### config.mk
export PLATFORM = sky130hd
export DESIGN_NAME = issue_queue_mw
export DESIGN_NICKNAME = d
export VERILOG_FILES = /design/src/rtl/issue_queue_mw_pkg.sv /design/src/rtl/iq_window_read.sv /design/src/rtl/issue_queue_mw.sv
export SDC_FILE = /design/constraint.sdc
export NUM_CORES = 1
export LEC_CHECK = 0
export CAP_MARGIN = 20
export CORE_MARGIN = 4
export CORE_UTILIZATION = 25
export CTS_CLUSTER_SIZE = 28
export DETAILED_ROUTE_END_ITERATION = 7
export HOLD_SLACK_MARGIN = 0.02
export SLEW_MARGIN = 5
export SYNTH_ARGS = -nofsm -noshare
export SYNTH_HDL_FRONTEND = slang
export SYNTH_SLANG_ARGS = --single-unit
### constraint.sdc
create_clock -name clk -period 3.9 [get_ports clk]
set_input_delay 0.78 -clock clk [delete_from_list [all_inputs] [get_ports clk]]
set_output_delay 0.78 -clock clk [all_outputs]
set_load 0.1 [all_outputs]
### src/rtl/issue_queue_mw_pkg.sv
// Shared types for the multi-write issue queue: element layout, bool helpers
// and a saturating adder for the optional performance counters.
package issue_queue_mw_pkg;

  typedef logic bool;
  localparam bool TRUE  = 1'b1;
  localparam bool FALSE = 1'b0;

  typedef struct packed {
    logic [5:0] opcode;
    logic [4:0] dest;
    logic [4:0] src;
  } ISSUE_QUEUE_ELEMENT;

  function automatic logic [31:0] sat_add32(input logic [31:0] a, input logic [31:0] b);
    logic [32:0] sum;
    sum = {1'b0, a} + {1'b0, b};
    return sum[32] ? 32'hFFFF_FFFF : sum[31:0];
  endfunction

endpackage

### src/rtl/iq_window_read.sv
// Combinational head window: rotates POP_W entries out of storage starting at
// head and flags each lane valid when it lies inside the occupied region.
module iq_window_read
  import issue_queue_mw_pkg::*;
#(
  parameter int DEPTH  = 8,
  parameter int POP_W  = 2,
  parameter int ELEM_W = $bits(ISSUE_QUEUE_ELEMENT)
) (
  input  logic [DEPTH*ELEM_W-1:0]     mem_flat,
  input  logic [$clog2(DEPTH)-1:0]    head,
  input  logic [$clog2(DEPTH+1)-1:0]  count,
  output logic [POP_W*ELEM_W-1:0]     out_data,
  output logic [POP_W-1:0]            out_valid
);

  localparam int PTR_W = $clog2(DEPTH);
  localparam int CNT_W = $clog2(DEPTH+1);

  for (genvar i = 0; i < POP_W; i++) begin : g_lane
    logic [PTR_W-1:0] idx;
    // Pointer overflow gives the circular wrap for free.
    assign idx = head + PTR_W'(i);
    assign out_data[i*ELEM_W +: ELEM_W] = mem_flat[int'(idx)*ELEM_W +: ELEM_W];
    assign out_valid[i] = (CNT_W'(i) < count) ? TRUE : FALSE;
  end

endmodule

### src/rtl/issue_queue_mw.sv
// Parametrised circular issue queue: up to PUSH_W pushes and POP_W pops per cycle.
// Define IQ_PERF_CNT_EN to add saturating full/pop/clipped-push counters.
module issue_queue_mw
  import issue_queue_mw_pkg::*;
#(
  parameter int DEPTH  = 8,
  parameter int PUSH_W = 4,
  parameter int POP_W  = 2,
  parameter int ELEM_W = $bits(ISSUE_QUEUE_ELEMENT)
) (
  input  logic                           clk,
  input  logic                           rst,
  input  logic                           flash,
  input  logic [PUSH_W*ELEM_W-1:0]       in_data,
  input  logic [$clog2(PUSH_W+1)-1:0]    in_data_number,
  output logic [$clog2(DEPTH+1)-1:0]     iq_size_left,
  output logic [$clog2(DEPTH+1)-1:0]     iq_count,
  output logic [$clog2(POP_W+1)-1:0]     iq_size,
  output logic [POP_W*ELEM_W-1:0]        out_data,
  output logic [POP_W-1:0]               out_valid,
  input  logic [$clog2(POP_W+1)-1:0]     out_data_number
`ifdef IQ_PERF_CNT_EN
  ,
  output logic [31:0]                    perf_full_cycles,
  output logic [31:0]                    perf_pop_total,
  output logic [31:0]                    perf_push_clipped
`endif
);

  localparam int PTR_W = $clog2(DEPTH);
  localparam int CNT_W = $clog2(DEPTH+1);
  localparam int OUT_W = $clog2(POP_W+1);

  logic [ELEM_W-1:0]       mem [DEPTH];
  logic [DEPTH*ELEM_W-1:0] mem_flat;
  logic [PTR_W-1:0]        head, tail;
  logic [CNT_W-1:0]        count, free_slots, push_req, pop_req, push_acc, pop_acc;

  // Both clips use the pre-update count, so pops never make room for this cycle's pushes.
  assign free_slots = CNT_W'(DEPTH) - count;
  assign push_req   = CNT_W'(in_data_number);
  assign pop_req    = CNT_W'(out_data_number);
  assign push_acc   = (push_req < free_slots) ? push_req : free_slots;
  assign pop_acc    = (pop_req < count) ? pop_req : count;

  assign iq_count     = count;
  assign iq_size_left = free_slots;
  assign iq_size      = (count < CNT_W'(POP_W)) ? OUT_W'(count) : OUT_W'(POP_W);

  always_ff @(posedge clk or posedge rst) begin
    if (rst) begin
      head  <= '0;
      tail  <= '0;
      count <= '0;
    end else if (flash) begin
      head  <= '0;
      tail  <= '0;
      count <= '0;
    end else begin
      head  <= head + PTR_W'(pop_acc);
      tail  <= tail + PTR_W'(push_acc);
      count <= count + push_acc - pop_acc;
    end
  end

  // Storage is deliberately left unreset; only the pointers define what is live.
  always_ff @(posedge clk) begin
    if (!flash) begin
      for (int k = 0; k < PUSH_W; k++) begin
        if (CNT_W'(k) < push_acc) begin
          mem[tail + PTR_W'(k)] <= in_data[k*ELEM_W +: ELEM_W];
        end
      end
    end
  end

  for (genvar g = 0; g < DEPTH; g++) begin : g_flat
    assign mem_flat[g*ELEM_W +: ELEM_W] = mem[g];
  end

  iq_window_read #(
    .DEPTH  (DEPTH),
    .POP_W  (POP_W),
    .ELEM_W (ELEM_W)
  ) u_window (
    .mem_flat  (mem_flat),
    .head      (head),
    .count     (count),
    .out_data  (out_data),
    .out_valid (out_valid)
  );

`ifdef IQ_PERF_CNT_EN
  always_ff @(posedge clk or posedge rst) begin
    if (rst) begin
      perf_full_cycles  <= '0;
      perf_pop_total    <= '0;
      perf_push_clipped <= '0;
    end else if (flash) begin
      perf_full_cycles  <= '0;
      perf_pop_total    <= '0;
      perf_push_clipped <= '0;
    end else begin
      perf_full_cycles  <= sat_add32(perf_full_cycles, {31'd0, count == CNT_W'(DEPTH)});
      perf_pop_total    <= sat_add32(perf_pop_total, 32'(pop_acc));
      perf_push_clipped <= sat_add32(perf_push_clipped, 32'(push_req - push_acc));
    end
  end
`endif

endmodule

==> qor.yml <==
setup_path:
  max_stage_delay_ns: 0.57
  cp_max_fo: 24
  critPathCaptureType: "output pin"
  cpMostUsedCell: "buf_12"
  cp_cell_sequence: "ha_2 -> buf_12 -> mux4_2 -> mux2_2 -> buf_12"
  startpoint_type: "register"
  crit_required_ns: 3.12
  critical_path.slowest_cell: "ha_2"
  cp.arrival_ns: 2.85
  crit_buf_inv: 2
  crit_type: "reg -> out"
  critPathTopFamily: "multiplexers"
clock_network:
  cts_hold_buf: 0
  postCtsSetupRepairBufs: 0
  cts_root_buffer: "clkbuf_16"
  cts_sinks: 138
  numCtsBuffers: 17
  clk_latency_ns: 0.44
  cts_resized: 0
  cts_tree: "built"
  htreeDepth: 4
  clk_pin_slew_ns: 0.06
  cts.path.max_buffers: 2
logic_synthesis:
  yosys_warnings: 0
  synth_ff_type: "edfxtp_1"
  synth_cells: 916
  synth_most_common_cell: "nor2_1"
  synth_area_sq_um: 10700
  synth.avg_cell_area_sq_um: 11.7
  syn_nets: 1006
  ys_seq_elements: 138
  synth_top_cell_by_area: "edfxtp_1"
  ys_types: 49
  synth.top_cells.by_count: "nor2_1, mux2i_1, a221oi_1, edfxtp_1, mux4_2"
  synth-edff-count: 128
  synth_seq_area_share_pct: 38.2
  async_flop_share_pct: 7.25
  synth.area.top_cells: "edfxtp_1, mux4_2, mux2i_1"
  synth_top_area_share_pct: 35.9
layout:
  multiInputGateArea_sq_um: 6130
  fillCellCount: 4119
  layout-drive-gt1-share_pct: 28.4
  antenna_cells: 0
  area_delta_synth_final_pct: 27.6
  nets: 1106
  ff_latch_area_sq_um: 4110
job:
  drv_cap: 0
place:
  place.gp.congestion: 0.840
  place_hpwl_um: 27000
  io_buffers: 115
sta:
  setup-tns-final_ns: 0
  rsz0062_at_grt: "no"
  timing.hold.ws_ns: 0.617
  setup_violations: 0
  clock.fmax_mhz: 275
  period_needed_ns: 3.63
  final.setup_skew_ns: 0.0138
  relSlewSlack_pct: 34.3
  finalCritPeriodShare_pct: 93.1
  drv_slew: 0
  worstMarginPinSlew_ns: 0.982
  finalHoldViolCount: 0
route:
  drc: 0
  drt_wl_total_um: 39700
  via_per_inst: 5.65
  vias: 8867
  wl_per_cell_um: 25.3
  dr.pass1.iters: 5
  drt_iter0_markers: 918
  ant_nets: 0
floorplan:
  die_w_um: 215
  rows: 75
  die_area_sq_um: 46200
  start_util_pct: 25.4
  core_sq_um: 42100
  die_y_um: 215
  pin_count: 116
outcome:
  outcome: "complete, no violations"
grt:
  grt_usage_pct: 16.7
  grt_overflow_total: 0
  grt_pass1_vias: 9199
  grt_max_degree: 66
  antenna_found_initial: 2
  grt_pass1_wl_um: 58900
min_path:
  holdCritPathClass: "in -> async"
[sequential cells by signal, summed over array words and instances (netlist names)]
register and count:
head 3, iq_count 4, mem 128, tail 3
[through the flow]
stage / utilization, % / setup WS (ns) / instance area (sq um) / cells
global route: 32.4 / 0.103 / 13700 / 1568
CTS: 32.4 / 0.247 / 13700 / 1568
detailed placement: 31.0 / 0.155 / 13000 / 1536
floorplan: - / -0.0976 / 10800 / 916
global placement: 31.0 / 0.185 / 13000 / 1536
finish: 32.4 / 0.268 / 13700 / 1568
[worst register-to-register path, cell delays in order (launching register included)]
cell,delay (ns)
dfrtp_4,0.57
inv_2,0.12
ha_4,0.16
xor2_4,0.27
ha_1,0.17
o21ai_1,0.09
o21bai_2,0.29
nand2_4,0.09
nand2_1,0.08
o21a_1,0.14
inv_1,0.06
fa_1,0.51
ha_1,0.32
a21o_1,0.15
a21oi_1,0.17
xnor2_1,0.13
nor2_1,0.06
[routing by layer]
layer | part of all wire, % | vias to the layer above | GRT usage, %
met1 | 39 | 4429 | 21.0
met2 | 47 | 500 | 27.3
li1 | - | 3811 | -
met4 | 4.9 | 4 | 7.92
met3 | 9.3 | 123 | 3.98
met5 | 0.068 | - | 0
[final timing paths]
kind,startpoint,endpoint,slack [ns],cells past startpoint
worst min-delay path,rst,iq_count[3]$_DFF_PP0_,0.62,2
min in group clk,tail[1]$_DFF_PP0_,tail[1]$_DFF_PP0_,0.77,3
worst min register to register,tail[1]$_DFF_PP0_,tail[1]$_DFF_PP0_,0.77,3
worst max-delay path,head[0]$_DFF_PP0_,out_data[18],0.27,5
worst max register to register,iq_count[0]$_DFF_PP0_,iq_count[3]$_DFF_PP0_,0.41,16
max in group asynchronous,rst,head[0]$_DFF_PP0_,2.96,2
[kinds of logic after synthesis]
family	after synthesis	share of synthesized area, %
AND/OR/NAND/NOR	200	8.63
buffers and inverters	154	6.30
AO/OA/AOI/OAI	161	13.4
flip-flops	138	38.2
multiplexers	232	30.0
XOR/XNOR	13	1.13
adder cells (fa/ha/maj)	18	2.38
[cell type report]
cell class / count / area share [%]
multi-input cells: 624 / 44.8
flip-flops and latches: 138 / 30.0
repair buffers: 197 / 14.5
well taps: 539 / 4.93
clock buffers: 18 / 3.14
clock inverters: 14 / 1.47
inverters: 38 / 1.07
[cell usage in the layout (no fill, tap or decap), types with 2 or more instances in the layout]
cell and count:
ha_1 12, o211ai_1 10, mux4_2 64, nor4_4 8, xor2_1 3, a21oi_1 2, a221oi_1 128, edfxtp_1 128
nor2_1 140, xnor2_1 7, dfrtp_1 5, buf_4 94, mux2i_1 129, inv_1 33, nor2b_1 12, or2_2 3
clkbuf_16 17, clkinvlp_4 3, a211o_1 2, nor3_1 5, nand2_1 12, nor3b_1 3, bufinv_16 5, mux2i_4 6
mux2_2 33, dfrtp_2 2, buf_12 25, fa_1 4, inv_2 4, dfrtp_4 3, a41oi_2 2, nand2b_1 3
clkdlybuf4s50_1 78, nand3_1 8, clkinv_1 5, o211ai_2 8
Power is not shown: default switching activity piles up to over one toggle a cycle in this logic, so the estimate is an artifact.
